[config.mk]
export PLATFORM = sky130hd
export DESIGN_NAME = pwm_duty_ctrl
export DESIGN_NICKNAME = d
export VERILOG_FILES = /design/src/rtl/pwm_duty_ctrl.sv
export SDC_FILE = /design/constraint.sdc
export NUM_CORES = 1
export LEC_CHECK = 0
export BUFFER_PORTS_ARGS = -buffer_cell sky130_fd_sc_hd__buf_4
export CAP_MARGIN = 40
export CORE_MARGIN = 2
export CORE_UTILIZATION = 35
export CTS_CLUSTER_DIAMETER = 50
export DETAILED_ROUTE_END_ITERATION = 6
export GPL_TIMING_DRIVEN = 0
export PLACE_DENSITY_LB_ADDON = 0.3
export SETUP_SLACK_MARGIN = 0.1
export SLEW_MARGIN = 5
export SYNTH_ARGS = -nofsm -noshare
export SYNTH_HDL_FRONTEND = slang
export SYNTH_SLANG_ARGS = --single-unit
export TNS_END_PERCENT = 50
[constraint.sdc]
create_clock -name clk -period 2.45 [get_ports clk]
set_input_delay 0 -clock clk [delete_from_list [all_inputs] [get_ports clk]]
set_output_delay 0 -clock clk [all_outputs]
set_load 0.01 [all_outputs]
[src/rtl/pwm_duty_ctrl.sv]
// Duty-cycle controller: debounces inc/dec button levels and turns presses and holds
// into saturating duty steps (0..MAX_DUTY) with hold-to-auto-repeat.
module pwm_duty_ctrl #(
    parameter int INITIAL_DUTY    = 5,
    parameter int MAX_DUTY        = 10,
    parameter int DEBOUNCE_CYCLES = 1000,
    parameter int REPEAT_DELAY    = 50000,
    parameter int REPEAT_PERIOD   = 20000,
    parameter int DUTY_W          = 4
) (
    input  logic              clk,
    input  logic              rst_n,
    input  logic              inc_in,
    input  logic              dec_in,
    output logic [DUTY_W-1:0] duty,
    output logic              duty_update,
    output logic              at_min,
    output logic              at_max
);

    localparam int DB_W = (DEBOUNCE_CYCLES > 2) ? $clog2(DEBOUNCE_CYCLES) : 1;
    localparam int HC_N = (REPEAT_DELAY > REPEAT_PERIOD) ? REPEAT_DELAY : REPEAT_PERIOD;
    localparam int HC_W = (HC_N > 2) ? $clog2(HC_N) : 1;

    localparam logic [DB_W-1:0]   DB_LAST   = DB_W'(DEBOUNCE_CYCLES - 1);
    localparam logic [DB_W-1:0]   DB_ZERO   = DB_W'(0);
    localparam logic [DB_W-1:0]   DB_ONE    = DB_W'(1);
    localparam logic [HC_W-1:0]   RD_LAST   = HC_W'(REPEAT_DELAY - 1);
    localparam logic [HC_W-1:0]   RP_LAST   = HC_W'(REPEAT_PERIOD - 1);
    localparam logic [HC_W-1:0]   HC_ZERO   = HC_W'(0);
    localparam logic [HC_W-1:0]   HC_ONE    = HC_W'(1);
    localparam logic [DUTY_W-1:0] DUTY_MAX  = DUTY_W'(MAX_DUTY);
    localparam logic [DUTY_W-1:0] DUTY_INIT = DUTY_W'(INITIAL_DUTY);
    localparam logic [DUTY_W-1:0] DUTY_ZERO = DUTY_W'(0);
    localparam logic [DUTY_W-1:0] DUTY_ONE  = DUTY_W'(1);

    typedef enum logic [1:0] {
        ST_IDLE   = 2'd0,
        ST_HOLD   = 2'd1,
        ST_REPEAT = 2'd2,
        ST_LOCK   = 2'd3
    } state_t;

    // Bit 0 is the increase button, bit 1 the decrease button.
    logic [1:0]            raw_s;
    logic [1:0]            rise_s;
    logic [1:0]            db_q, db_d, db_prev_q;
    logic [1:0][DB_W-1:0]  db_cnt_q, db_cnt_d;
    state_t                state_q, state_d;
    logic [HC_W-1:0]       hold_cnt_q, hold_cnt_d;
    logic                  dir_q, dir_d;
    logic                  active_s, other_s;
    logic                  step_q, step_d;
    logic                  step_dn_q, step_dn_d;
    logic [DUTY_W-1:0]     duty_q, duty_d;
    logic                  upd_q, upd_d;

    assign raw_s    = {dec_in, inc_in};
    assign rise_s   = db_q & ~db_prev_q;
    assign active_s = dir_q ? db_q[1] : db_q[0];
    assign other_s  = dir_q ? db_q[0] : db_q[1];

    // Debounce: a level flips only after DEBOUNCE_CYCLES consecutive mismatching samples.
    always_comb begin
        db_d     = db_q;
        db_cnt_d = db_cnt_q;
        for (int i = 0; i < 2; i++) begin
            if (raw_s[i] == db_q[i]) begin
                db_cnt_d[i] = DB_ZERO;
            end else if (db_cnt_q[i] == DB_LAST) begin
                db_d[i]     = raw_s[i];
                db_cnt_d[i] = DB_ZERO;
            end else begin
                db_cnt_d[i] = db_cnt_q[i] + DB_ONE;
            end
        end
    end

    // Press/hold/repeat state machine; a step decided here is applied one edge later.
    always_comb begin
        state_d    = state_q;
        hold_cnt_d = hold_cnt_q;
        dir_d      = dir_q;
        step_d     = 1'b0;
        step_dn_d  = dir_q;
        case (state_q)
            ST_IDLE: begin
                hold_cnt_d = HC_ZERO;
                if (rise_s == 2'b11) begin
                    state_d = ST_LOCK;
                end else if (rise_s != 2'b00) begin
                    if ((rise_s[0] && db_q[1]) || (rise_s[1] && db_q[0])) begin
                        state_d = ST_LOCK;
                    end else begin
                        state_d   = ST_HOLD;
                        dir_d     = rise_s[1];
                        step_d    = 1'b1;
                        step_dn_d = rise_s[1];
                    end
                end else begin
                    state_d = ST_IDLE;
                end
            end
            ST_HOLD, ST_REPEAT: begin
                if (!active_s) begin
                    state_d    = ST_IDLE;
                    hold_cnt_d = HC_ZERO;
                end else if (other_s) begin
                    state_d    = ST_LOCK;
                    hold_cnt_d = HC_ZERO;
                end else if (hold_cnt_q == ((state_q == ST_HOLD) ? RD_LAST : RP_LAST)) begin
                    state_d    = ST_REPEAT;
                    hold_cnt_d = HC_ZERO;
                    step_d     = 1'b1;
                end else begin
                    hold_cnt_d = hold_cnt_q + HC_ONE;
                end
            end
            ST_LOCK: begin
                hold_cnt_d = HC_ZERO;
                if (db_q == 2'b00) begin
                    state_d = ST_IDLE;
                end else begin
                    state_d = ST_LOCK;
                end
            end
            default: begin
                state_d    = ST_IDLE;
                hold_cnt_d = HC_ZERO;
            end
        endcase
    end

    // Saturating duty update; the pulse only marks a real change of value.
    always_comb begin
        duty_d = duty_q;
        if (step_q) begin
            if (step_dn_q) begin
                if (duty_q != DUTY_ZERO) begin
                    duty_d = duty_q - DUTY_ONE;
                end else begin
                    duty_d = duty_q;
                end
            end else begin
                if (duty_q < DUTY_MAX) begin
                    duty_d = duty_q + DUTY_ONE;
                end else begin
                    duty_d = duty_q;
                end
            end
        end else begin
            duty_d = duty_q;
        end
        upd_d = (duty_d != duty_q);
    end

    // State registers.
    always_ff @(posedge clk or negedge rst_n) begin
        if (!rst_n) begin
            db_q       <= 2'b00;
            db_prev_q  <= 2'b00;
            db_cnt_q   <= {2{DB_ZERO}};
            state_q    <= ST_IDLE;
            hold_cnt_q <= HC_ZERO;
            dir_q      <= 1'b0;
            step_q     <= 1'b0;
            step_dn_q  <= 1'b0;
            duty_q     <= DUTY_INIT;
            upd_q      <= 1'b0;
        end else begin
            db_q       <= db_d;
            db_prev_q  <= db_q;
            db_cnt_q   <= db_cnt_d;
            state_q    <= state_d;
            hold_cnt_q <= hold_cnt_d;
            dir_q      <= dir_d;
            step_q     <= step_d;
            step_dn_q  <= step_dn_d;
            duty_q     <= duty_d;
            upd_q      <= upd_d;
        end
    end

    assign duty        = duty_q;
    assign duty_update = upd_q;
    assign at_min      = (duty_q == DUTY_ZERO);
    assign at_max      = (duty_q == DUTY_MAX);

endmodule

== Word level (Yosys, flattened, before mapping) ==
Index checks and enable logic that the tools add are counted.
Storage, ports and cells
  bits in registers: 49
  input bits: 4
  output and inout bits: 7
  word-level logic and storage cells: 78
Operators by class
  add/sub/neg operators: 5
  $lt $le $gt $ge: 1
  equality and inequality tests: 12
  muxes and demuxes: 30
  bitwise operators: 6
  reduce and logical (&&, ||, !) cells: 13
Operators with widths (number)
  $mux W16: 4
  $mux W10: 4
  $pmux W16 S2: 1
  $add A10 B1 Y10 const B: 2
  $eq A10 B10 Y1 const B: 2
  $add A16 B1 Y16 const B: 1
  $eq A16 B16 Y1: 1
  $mux W4: 4
  $mux W2: 7
  $mux W1: 8
  $eq A2 B2 Y1 const B: 3
  $pmux W2 S3: 1
  $add A4 B1 Y4 const B: 1
  $eq A4 B4 Y1 const B: 1
  $logic_not A2 Y1: 2
  $logic_not A4 Y1: 1
  $lt A4 B4 Y1 const B: 1
  $ne A4 B4 Y1: 1
  $ne A4 B4 Y1 const B: 1
  $not A1 Y1: 4
  $reduce_and A2 Y1: 2
  $reduce_and A4 Y1: 1
  $reduce_bool A4 Y1: 1
  $reduce_or A2 Y1: 2
  other kinds (9): 11

== Logic depth before layout (Yosys ltp) ==
Gate-level depths: netlist of run 1.
  depth after elaboration: 8
  depth in mapped cells: 9
  mapped depth without buffers: 7

== Least setup slack after synthesis of run 1 ==
Ideal clock, no wire load.
  kind: reg-to-reg
  start point: reg hold_cnt_q[0]
  end point: reg hold_cnt_q[12]
  library setup time: 0.119 ns
  arrival: 1.682 ns
  required time: 2.331 ns
  setup slack: 0.650 ns
  stages on the path, launching flop included: 9
  buffers on the path: 2
  period minus slack after synthesis: 1.800 ns
  path through: dfrtp_1 > ha_1 > nand3_2 > or4_1 > a21oi_2 > nand2b_1 > buf_6 > buf_12 > nor2_1
On the way
  cells in the longest elaborated chain, start to end: 5
  elaborated cells on any way between the ends: 6
  those cells by class: add/sub (1); eq/ne (1); mux (4)
RTL lines
  start: declaration: RTL line 50  | logic [HC_W-1:0] hold_cnt_q, hold_cnt_d;
  start signal: assignment: RTL line 175  | hold_cnt_q <= hold_cnt_d;
  $add A16 B1 Y16 / $eq A16 B16 Y1 (equally long branches): RTL line 116, 111
  $mux W16 *: RTL line 111  | end else if (hold_cnt_q == ((state_q == ST_HOLD) ? RD_LAST : RP_LAST)) begin
  $mux W16 *: RTL line 108  | end else if (other_s) begin
  $mux W16 *: RTL line 105  | if (!active_s) begin
  $pmux W16 S2 *: RTL line 86  | case (state_q)
  net hold_cnt_d[12]: RTL line 50
The timed path passes the listed nets; every way through them passes the cells marked *.
A chain may end at the register's enable or synchronous reset.

== Worst setup path after layout of run 1 ==
  start point: reg hold_cnt_q[0]
  end point: reg hold_cnt_q[10]
Same word-level chain as after synthesis.

==> results of run 1 <==
[stage by stage]
stage          total power [uW]  utilization  instance area [sq um]  instances  worst slack [ns]
2_1_floorplan              1290            -                   2510        259             0.650
3_3_place_gp               1420        0.394                   2710        365             0.469
3_5_place_dp               1430        0.394                   2710        365             0.440
4_1_cts                    2040        0.415                   2850        376             0.431
5_1_grt                    2140        0.415                   2850        376             0.337
6_report                   2000        0.415                   2850        376             0.471
[kinds of logic (layout without fill, tap and decap cells)]
group                      after synthesis  count (layout)  share of synthesized area
muxes                                    3               3                     0.0130
adders and majority gates               10              10                     0.0498
xor gates and xnor gates                33              33                      0.115
buffers and inverters                   18              39                     0.0364
and+or+nand+nor                        121             121                      0.229
AOI/OAI and AO/OA                       25              25                     0.0678
DFF                                     49              49                      0.489
[cell usage after synthesis (all sizes together), types with 4 or more instances]
| cell | count |
|---|---|
| nand2 | 25 |
| clkbuf | 4 |
| o21ai | 7 |
| nand3 | 13 |
| nor2 | 50 |
| xor2 | 16 |
| a21oi | 5 |
| nand4 | 7 |
| inv | 12 |
| nor3 | 4 |
| and3 | 6 |
| xnor2 | 17 |
| dfrtp | 47 |
| ha | 10 |
[power by group]
| group | leakage (uW) | switching, uW | total [uW] | internal, uW |
|---|---|---|---|---|
| clock network | 0.0000585 | 259 | 592 | 333 |
| logic | 0.000525 | 250 | 461 | 211 |
| registers | 0.000653 | 71.0 | 950 | 879 |
[layer usage]
metal,vias to the layer above,GRT usage,part of all wire
met4,0,0.0496,0.018
met2,13,0.184,0.46
met1,823,0.176,0.50
met5,-,0,0
li1,908,-,-
met3,6,0.0308,0.022
[state kept, by name, summed over array words and instances, names as in the netlist, 2 cells and up]
name / cells
db_cnt_q: 20
db_prev_q: 2
state_q: 2
db_q: 2
duty: 4
hold_cnt_q: 16
[area by class of cell]
class,instances,area [sq um],area share
clock inverter,1,30.0,0.0105
tap,96,120,0.0421
inverter,12,45.0,0.0158
multi-input combinational,192,1190,0.418
clock buffer,7,86.3,0.0303
buffer,6,46.3,0.0162
sequential,49,1230,0.431
timing repair buffer,13,105,0.0368
[path summary, 6_finish.rpt]
path | endpoint | slack (ns) | depth (start not counted)
worst min-delay path | hold_cnt_q[12]$_DFF_PN0_ | 0.25 | 2
worst max-delay path | hold_cnt_q[10]$_DFF_PN0_ | 0.47 | 8
worst max register to register | hold_cnt_q[10]$_DFF_PN0_ | 0.47 | 8
min in group clk | db_prev_q[0]$_DFF_PN0_ | 0.38 | 0
max in group asynchronous | db_cnt_q[3]$_DFF_PN0_ | 1.78 | 2
worst min register to register | db_prev_q[0]$_DFF_PN0_ | 0.38 | 0
[worst max-delay path, cell delays in order (launching register included)]
cell                       delay, ns
sky130_fd_sc_hd__dfrtp_1        0.39
sky130_fd_sc_hd__ha_1           0.22
sky130_fd_sc_hd__nand3_2        0.14
sky130_fd_sc_hd__or4_1          0.51
sky130_fd_sc_hd__a21oi_2        0.17
sky130_fd_sc_hd__nand2b_1       0.14
sky130_fd_sc_hd__buf_6          0.14
sky130_fd_sc_hd__buf_12         0.12
sky130_fd_sc_hd__nor2_1         0.04
==> qor.log, run 1 <==
[global_routing] largest net degree at the start of global routing 50
[setup_path] data required time at the worst endpoint 2.64 ns
[global_routing] final global-route overflow total 0
[clock_network] buffer type at the clock tree root sky130_fd_sc_hd__clkbuf_8
[synthesis] number of enable-type register cells in the synthesized netlist 0
[synthesis] sequential fraction of the synthesis area 0.489
[routing] detailed-routing iteration count for the pre-antenna-repair pass 4
[sta] hold slack final 0.252 ns
[clock_network] TritonCTS buffer count 5
[finish] net count of the finished layout 293
[sta] Sum Neg Setup Slack 0 ns
[finish] commonest cells after routing, fill and taps aside sky130_fd_sc_hd__nor2_1 (50), sky130_fd_sc_hd__dfrtp_1 (47), sky130_fd_sc_hd__nand2_1 (25)
[floorplanning] Initial Utilization 0.366
[clock_network] # resized after CTS 0
[synthesis] number of distinct library cell variants in the gate-level netlist after synthesis 42
[routing] antenna-violating nets left 0
[synthesis] FF+latch count, synth 49
[synthesis] cell taking the most area after synthesis sky130_fd_sc_hd__dfrtp_1
[clock_network] setup bufs post-CTS 0
[routing] number of remaining DRC errors 0
[synthesis] Cells after Synth 259
[run_status] outcome completed
[clock_network] Num Clock Sinks 49
[placement] half-perimeter wire length of the detailed placement result 2950 um
[sta] Final Hold Viols 0
[synthesis] share of the synthesized area in the top cell type 0.468
[finish] fillers 701
[synthesis] Ys Warns 0
[sta] FMAX 505 MHz
[floorplanning] Die X-Extent 88.7 um
[sta] part of the cycle the worst path needs 0.808
[finish] Area growth syn-to-layout 13.6%
[pwr] power per unit of standard cell area 702 mW/mm^2
[routing] detail-routed net length per standard cell 11.5 um
[setup_path] Reg2Reg Launch Point hold_cnt_q[0]$_DFF_PN0_
[run] max cap viols 0
[synthesis] average cell area after synthesis 9.70 sq um
[floorplanning] height of the die 88.7 um
[clock_network] cts-stage hold buffer count 3
[setup_path] CP Capture Type register
[routing] number of vias in the routed layout 1750
[pwr] maximum resistive drop on vdd 0.259 mV
[floorplanning] die area 0.00787 sq mm
[sta] minimum clock period after layout 1.98 ns
[setup_path] type of origin of the critical path register
[global_routing] wire length of the first global-routing pass 7650 um
[finish] fraction of final layout cells sized beyond drive strength 1 0.0893
[clock_network] Clock Latency Late Sink 0.30 ns
[synthesis] share of synthesized flip-flops with an asynchronous set or reset 1.00
[sta] Max Slew Vio Count 0
[setup_path] endpoint arrival time on the critical path 2.17 ns
[placement] global placer's final weighted congestion 0.780
[sta] total of endpoints with negative setup slack in the final report 0
[routing] DRC violation total after the first TritonRoute iteration 86
[sta] worst clock skew on the final layout 0.00727 ns
[setup_path] critical-path maximum fanout 10
[floorplanning] number of placed I/O pins 11
[synthesis] Cell Area, Synth 0.00251 sq mm
[clock_network] CTS tree done
[pwr] Lkg Pwr 0.00124 uW
[sta] setup repair after global routing missed its margin no
[finish] commonest non-fill, non-tap cell in the layout sky130_fd_sc_hd__nor2_1
[synthesis] top post-synthesis cells by area sky130_fd_sc_hd__dfrtp_1 (47%), sky130_fd_sc_hd__nor2_1 (7.5%), sky130_fd_sc_hd__xnor2_1 (5.9%)
[floorplanning] placeable core region 0.00687 sq mm
[clock_network] number of buffers on the longest clock path 2
[routing] overall routed net length 4330 um
[finish] # diodes 0
[sta] worst slew margin relative to its limit 0.589
[synthesis] most instantiated flip-flop cell in the synthesis netlist sky130_fd_sc_hd__dfrtp_1
[hold_path] worst min-delay path category in -> async
[sta] transition time at the pin with the least slew margin 0.616 ns
[global_routing] vias in the first global route 1681
[clock_network] maximum level of the CTS H-tree 2
[synthesis] Net Count, Synth 273
[placement] Buffers on Ports 10
[setup_path] crit path kind reg -> reg
[routing] detailed-route vias per instance 4.65
[floorplanning] number of placement rows 30
[setup_path] worst setup path startpoint hold_cnt_q[0]$_DFF_PN0_
[global_routing] initial antenna violation count 0
[global_routing] total routing resource utilization after global routing 0.125
[clock_network] clock-pin slew on the worst setup and hold paths 0.09 ns
(Power assumes the default switching activity.)
==> inputs of run 2 (changes only) <==
==> constraint.sdc (replaced) <==
create_clock -name clk -period 1.87 [get_ports clk]
set_input_delay 0 -clock clk [delete_from_list [all_inputs] [get_ports clk]]
set_output_delay 0 -clock clk [all_outputs]
set_load 0.01 [all_outputs]
==> run 2 against run 1 <==
Routed wire length rose by 5.2%. Combinational power rose by 47%. Critical path depth did not move. Sequential share of layout area fell by 1.6 points. Highest routed layer unchanged.
==> qor.log, run 2 (synthesis results as in run 1) <==
[finish] fraction of final layout cells sized beyond drive strength 1 0.155
[finish] commonest non-fill, non-tap cell in the layout sky130_fd_sc_hd__nor2_1
[setup_path] endpoint arrival time on the critical path 1.98 ns
[routing] number of vias in the routed layout 1829
[sta] minimum clock period after layout 1.79 ns
[floorplanning] number of placement rows 30
[global_routing] global-route met2 utilization 0.202
[setup_path] type of origin of the critical path register
[routing] detailed-routing iteration count for the pre-antenna-repair pass 4
[setup_path] data required time at the worst endpoint 2.06 ns
[global_routing] met1 GRT Util 0.178
[sta] FMAX 559 MHz
[sta] part of the cycle the worst path needs 0.957
[pwr] power per unit of standard cell area 856 mW/mm^2
[routing] DRC violation total after the first TritonRoute iteration 98
[floorplanning] Die X-Extent 88.7 um
[finish] fillers 683
[routing] number of remaining DRC errors 0
[finish] Multi-input gate area 0.00125 sq mm
[finish] commonest cells after routing, fill and taps aside sky130_fd_sc_hd__nor2_1 (50), sky130_fd_sc_hd__dfrtp_1 (47), sky130_fd_sc_hd__nand2_1 (24)
[global_routing] initial antenna violation count 0
[floorplanning] Initial Utilization 0.366
[clock_network] TritonCTS buffer count 5
[finish] Area growth syn-to-layout 17.9%
[sta] worst clock skew on the final layout 0.0111 ns
[global_routing] total routing resource utilization after global routing 0.129
[sta] setup repair after global routing missed its margin yes
[clock_network] CTS tree done
[global_routing] vias in the first global route 1793
[routing] overall routed net length 4550 um
[hold_path] worst min-delay path category in -> async
[run] max cap viols 0
[routing] detail-routed net length per standard cell 11.8 um
[placement] global placer's final weighted congestion 0.760
[finish] # diodes 0
[setup_path] cell breakdown of the critical path ha_4 > nand3_4 > or4_4 > a21oi_4 > nand2b_4 > buf_8 > buf_12 > nor2_1
[setup_path] critical-path cell with the highest stage delay sky130_fd_sc_hd__or4_4
[pwr] Lkg Pwr 0.00127 uW
[sta] hold slack final 0.241 ns
[global_routing] largest net degree at the start of global routing 50
[clock_network] buffer type at the clock tree root sky130_fd_sc_hd__clkbuf_8
[global_routing] global-route met3 utilization 0.0280
[global_routing] wire length of the first global-routing pass 8070 um
[routing] antenna-violating nets left 0
[pwr] post-route total power 2540 uW
[clock_network] Num Clock Sinks 49
[clock_network] number of buffers on the longest clock path 2
[floorplanning] number of placed I/O pins 11
[sta] Max Slew Vio Count 0
[sta] total of endpoints with negative setup slack in the final report 0
[clock_network] Clock Latency Late Sink 0.30 ns
[setup_path] CP Capture Type register
[finish] register cell area after layout 0.00123 sq mm
[placement] Buffers on Ports 10
[setup_path] critical-path maximum fanout 10
[setup_path] crit path kind reg -> reg
[sta] Final Hold Viols 0
[routing] detailed-route vias per instance 4.74
[setup_path] Reg2Reg Launch Point hold_cnt_q[1]$_DFF_PN0_
[finish] flip-flop count of the largest register after layout 20
[pwr] maximum resistive drop on vdd 0.337 mV
[run_status] outcome completed
[floorplanning] placeable core region 0.00687 sq mm
[finish] Most flops, register db_cnt_q
[placement] half-perimeter wire length of the detailed placement result 2950 um
[clock_network] maximum level of the CTS H-tree 2
[clock_network] clock-pin slew on the worst setup and hold paths 0.08 ns
[finish] net count of the finished layout 303
[global_routing] final global-route overflow total 0
[sta] transition time at the pin with the least slew margin 0.633 ns
[setup_path] slowest stage delay, CP 0.44 ns
[sta] worst slew margin relative to its limit 0.578
[floorplanning] height of the die 88.7 um
[setup_path] worst setup path startpoint hold_cnt_q[1]$_DFF_PN0_
[floorplanning] die area 0.00787 sq mm
[global_routing] highest-utilization routing layer at the global route stage met2
## run 2: through the flow
stage | setup TNS [ns] | setup WS [ns] | utilization | cells | cell area (sq um)
floorplan | 0 | 0.134 | - | 259 | 2520
global placement | -0.312 | -0.0342 | 0.395 | 365 | 2720
detailed placement | -0.335 | -0.0365 | 0.395 | 365 | 2720
CTS | 0 | 0.0618 | 0.425 | 384 | 2920
global route | -0.374 | -0.0439 | 0.431 | 386 | 2960
finish | 0 | 0.0800 | 0.431 | 386 | 2960
## run 2: routing by layer
metal | vias to the layer above | wire (um)
met3 | 5 | 115
li1 | 928 | -
met4 | 0 | 74
met2 | 21 | 2090
met1 | 875 | 2270
met5 | - | 0
## run 2: path summary, 6_finish.rpt
check | end | slack (ns) | cells after the start
worst max-delay path | hold_cnt_q[11]$_DFF_PN0_ | 0.08 | 8
worst min-delay path | hold_cnt_q[12]$_DFF_PN0_ | 0.24 | 2
worst max register to register | hold_cnt_q[11]$_DFF_PN0_ | 0.08 | 8
worst min register to register | db_prev_q[0]$_DFF_PN0_ | 0.39 | 0
min in group clk | db_prev_q[0]$_DFF_PN0_ | 0.39 | 0
max in group asynchronous | hold_cnt_q[2]$_DFF_PN0_ | 1.18 | 2
## run 2: layout make-up
class / count / area share
Multi-Input combinational cell: 192 / 0.422
Sequential cell: 49 / 0.415
Timing Repair Buffer: 23 / 0.0608
Tap cell: 96 / 0.0406
Clock buffer: 7 / 0.0258
Buffer: 6 / 0.0177
Inverter: 12 / 0.0152
Clock inverter: 1 / 0.00253
## run 2: what timing repair did
item,CTS,global route
buffers inserted,8,2
resized for setup,7,7
endpoints found under the hold margin,49,0
setup endpoints to repair,18,25
pin swaps,2,1
hold buffers,3,0
## run 2: critical path, delay by kind of cell, from the launching register on
family                     cells  cell delay, ns
DFF                            1            0.40
adders and majority gates      1            0.17
buffers and inverters          2            0.24
and+or+nand+nor                4            0.72
AOI/OAI and AO/OA              1            0.14
## run 2: power by group
| group | total [uW] | switching [uW] | leakage, uW | internal [uW] |
|---|---|---|---|---|
| combinational | 676 | 350 | 0.000583 | 327 |
| clock | 613 | 348 | 0.0000385 | 265 |
| sequential | 1250 | 94.9 | 0.000653 | 1150 |
| total | 2540 | 793 | 0.00127 | 1740 |
==> inputs of run 3 (changes only) <==
--- a/config.mk
+++ b/config.mk
@@ -5,8 +5,9 @@
 export SDC_FILE = /design/constraint.sdc
 export NUM_CORES = 1
 export LEC_CHECK = 0
+export ABC_AREA = 1
 export BUFFER_PORTS_ARGS = -buffer_cell sky130_fd_sc_hd__buf_4
-export CAP_MARGIN = 40
+export CAP_MARGIN = 0
 export CORE_MARGIN = 2
 export CORE_UTILIZATION = 35
 export CTS_CLUSTER_DIAMETER = 50
==> run 3 against run 2 <==
Critical path depth fell by 2. Core utilization fell by 2.8 points. Die area rose by 9.0%. Clock skew barely moved. Total power rose by 7.5%. Final cell count rose by 21%. Largest cell class unchanged.
==> qor.log, run 3 <==
[pwr] Lkg Pwr 0.00139 uW
[finish] Most flops, register db_cnt_q
[synthesis] FF+latch count, synth 49
[global_routing] wire length of the first global-routing pass 9270 um
[sta] minimum clock period after layout 1.56 ns
[run] max cap viols 0
[finish] # diodes 0
[hold_path] worst min-delay path category in -> async
[finish] flip-flop count of the largest register after layout 20
[routing] detail-routed net length per standard cell 10.9 um
[global_routing] initial antenna violation count 0
[clock_network] buffer type at the clock tree root sky130_fd_sc_hd__clkbuf_8
[routing] DRC violation total after the first TritonRoute iteration 82
[setup_path] endpoint arrival time on the critical path 1.79 ns
[synthesis] Net Count, Synth 358
[synthesis] most used standard cell by instance count after synthesis sky130_fd_sc_hd__nand2_1
[clock_network] number of buffers on the longest clock path 2
[synthesis] average cell area after synthesis 7.99 sq um
[routing] overall routed net length 5070 um
[clock_network] CTS tree done
[setup_path] Worst Reg2Reg Path Length in Cells 6
[synthesis] most instantiated flip-flop cell in the synthesis netlist sky130_fd_sc_hd__dfrtp_1
[global_routing] final global-route overflow total 0
[sta] setup repair after global routing missed its margin no
[setup_path] crit path kind reg -> reg
[pwr] power per unit of standard cell area 885 mW/mm^2
[floorplanning] height of the die 92.6 um
[finish] Area growth syn-to-layout 12.2%
[setup_path] Worst path top cell family by delay flip-flops
[clock_network] setup bufs post-CTS 0
[setup_path] type of origin of the critical path register
[setup_path] critical-path cell with the highest stage delay sky130_fd_sc_hd__dfstp_2
[run_status] outcome completed
[synthesis] share of synthesized flip-flops with an asynchronous set or reset 1.00
[sta] transition time at the pin with the least slew margin 0.620 ns
[synthesis] Cells after Synth 344
[sta] final worst setup slack 0.309 ns
[sta] total of endpoints with negative setup slack in the final report 0
[floorplanning] Die X-Extent 92.6 um
[synthesis] cell types with the highest counts after synthesis sky130_fd_sc_hd__nand2_1 (60), sky130_fd_sc_hd__nor2_1 (54), sky130_fd_sc_hd__dfrtp_1 (47)
[setup_path] Critical R2R Capture duty[0]$_DFF_PN1_
[finish] fraction of final layout cells sized beyond drive strength 1 0.134
[synthesis] share of the synthesized area in the top cell type 0.428
[placement] global placer's final weighted congestion 0.825
[setup_path] slowest stage delay, CP 0.59 ns
[synthesis] Ys Warns 0
[placement] half-perimeter wire length of the detailed placement result 3710 um
[clock_network] Clock Latency Late Sink 0.30 ns
[finish] core occupancy in the finished layout 0.403
[routing] detailed-route vias per instance 4.66
[synthesis] number of enable-type register cells in the synthesized netlist 0
[setup_path] CP Capture Type register
[floorplanning] Initial Utilization 0.359
[synthesis] top post-synthesis cells by area sky130_fd_sc_hd__dfrtp_1 (43%), sky130_fd_sc_hd__nand2_1 (8.2%), sky130_fd_sc_hd__nor2_1 (7.4%)
[sta] Max Slew Vio Count 0
[routing] number of vias in the routed layout 2175
[floorplanning] number of placement rows 32
[finish] commonest non-fill, non-tap cell in the layout sky130_fd_sc_hd__nand2_1
[clock_network] Num Clock Sinks 49
[synthesis] Cell Area, Synth 0.00275 sq mm
[setup_path] cell breakdown of the critical path inv_1 > ha_1 > nand3_1 > nand2_1 > a21oi_1 > xor2_1
[routing] antenna-violating nets left 0
[finish] net count of the finished layout 378
[floorplanning] die area 0.00857 sq mm
[placement] Buffers on Ports 10
[clock_network] maximum level of the CTS H-tree 2
[setup_path] Reg2Reg Launch Point duty[0]$_DFF_PN1_
[setup_path] worst-case register-to-register setup slack 0.31 ns
[global_routing] largest net degree at the start of global routing 50
[synthesis] cell taking the most area after synthesis sky130_fd_sc_hd__dfrtp_1
[sta] worst slew margin relative to its limit 0.587
[placement] placement-stage worst setup slack 0.318 ns
[floorplanning] placeable core region 0.00765 sq mm
[clock_network] clock-pin slew on the worst setup and hold paths 0.10 ns
[pwr] maximum resistive drop on vdd 0.330 mV
[synthesis] sequential fraction of the synthesis area 0.447
[floorplanning] number of placed I/O pins 11
[sta] part of the cycle the worst path needs 0.835
[sta] FMAX 640 MHz
[routing] number of remaining DRC errors 0
[setup_path] critical-path maximum fanout 5
[sta] hold slack final 0.243 ns
[clock_network] TritonCTS buffer count 5
[setup_path] WP buf/inv 1
[sta] worst clock skew on the final layout 0.0111 ns
[global_routing] total routing resource utilization after global routing 0.131
[finish] commonest cells after routing, fill and taps aside sky130_fd_sc_hd__nand2_1 (60), sky130_fd_sc_hd__nor2_1 (54), sky130_fd_sc_hd__dfrtp_1 (47)
[synthesis] number of distinct library cell variants in the gate-level netlist after synthesis 30
[routing] detailed-routing iteration count for the pre-antenna-repair pass 4
[setup_path] data required time at the worst endpoint 2.10 ns
[global_routing] vias in the first global route 2106
[sta] Final Hold Viols 0
[sta] Sum Neg Setup Slack 0 ns
run 3: changes by cell type in the layout (fill, tap and decap cells not counted), sizes merged, moves of 6 or more:
cell,previous run,this run
a21oi,5,14
xor2,16,10
inv,12,51
buf,22,13
nor2,50,62
nand2,25,65
nand3,13,38
xnor2,17,3
run 3: how the worst max path moves through the flow:
stage / from / end / slack, ns / cells past startpoint
finish: duty[0]$_DFF_PN1_ / duty[0]$_DFF_PN1_ / 0.31 / 6
global route: db_cnt_q[10]$_DFF_PN0_ / db_cnt_q[19]$_DFF_PN0_ / 0.16 / 8
CTS: duty[0]$_DFF_PN1_ / duty[0]$_DFF_PN1_ / 0.29 / 6
detailed placement: duty[0]$_DFF_PN1_ / duty[0]$_DFF_PN1_ / 0.32 / 6
global placement: duty[0]$_DFF_PN1_ / duty[0]$_DFF_PN1_ / 0.34 / 6
floorplan: duty[0]$_DFF_PN1_ / duty[0]$_DFF_PN1_ / 0.44 / 6
run 3: repair_timing:
item	4_1_cts	5_1_grt
hold buffers	3	0
resized for setup	0	0
endpoints found under the hold margin	49	0
run 3: per-layer routing:
metal  global-route usage  up-vias  wire [um]
met1                0.175     1018       2540
met3               0.0269        2        133
met4               0.0398        0         44
met5                    0        -          0
met2                0.215       25       2350
li1                     -     1130          -
run 3: cell families after synthesis:
kind of cell / share of synthesized area
and+or+nand+nor: 0.315
buffers and inverters: 0.0792
DFF: 0.447
AOI/OAI and AO/OA: 0.0719
xor gates and xnor gates: 0.0414
adders and majority gates: 0.0455
run 3: through the flow:
step / std cells / instance area [sq um] / total power [uW]
CTS: 467 / 3080 / 2770
global route: 467 / 3080 / 2950
global placement: 456 / 2950 / 2050
finish: 467 / 3080 / 2730
floorplan: 344 / 2750 / 1820
detailed placement: 456 / 2950 / 2070
run 3: layout make-up:
class / instances / area (sq um)
fill: 778 / 4570
multi-input combinational: 241 / 1300
sequential: 49 / 1230
inverter: 51 / 191
tap: 102 / 128
timing repair buffer: 13 / 105
clock buffer: 7 / 96.3
buffer: 3 / 26.3
clock inverter: 1 / 5.00
run 3: report_power, final:
part           internal [uW]  leakage (uW)  switching (uW)
Sequential              1170      0.000649             103
Combinational            321      0.000689             448
Clock                    335     0.0000542             349
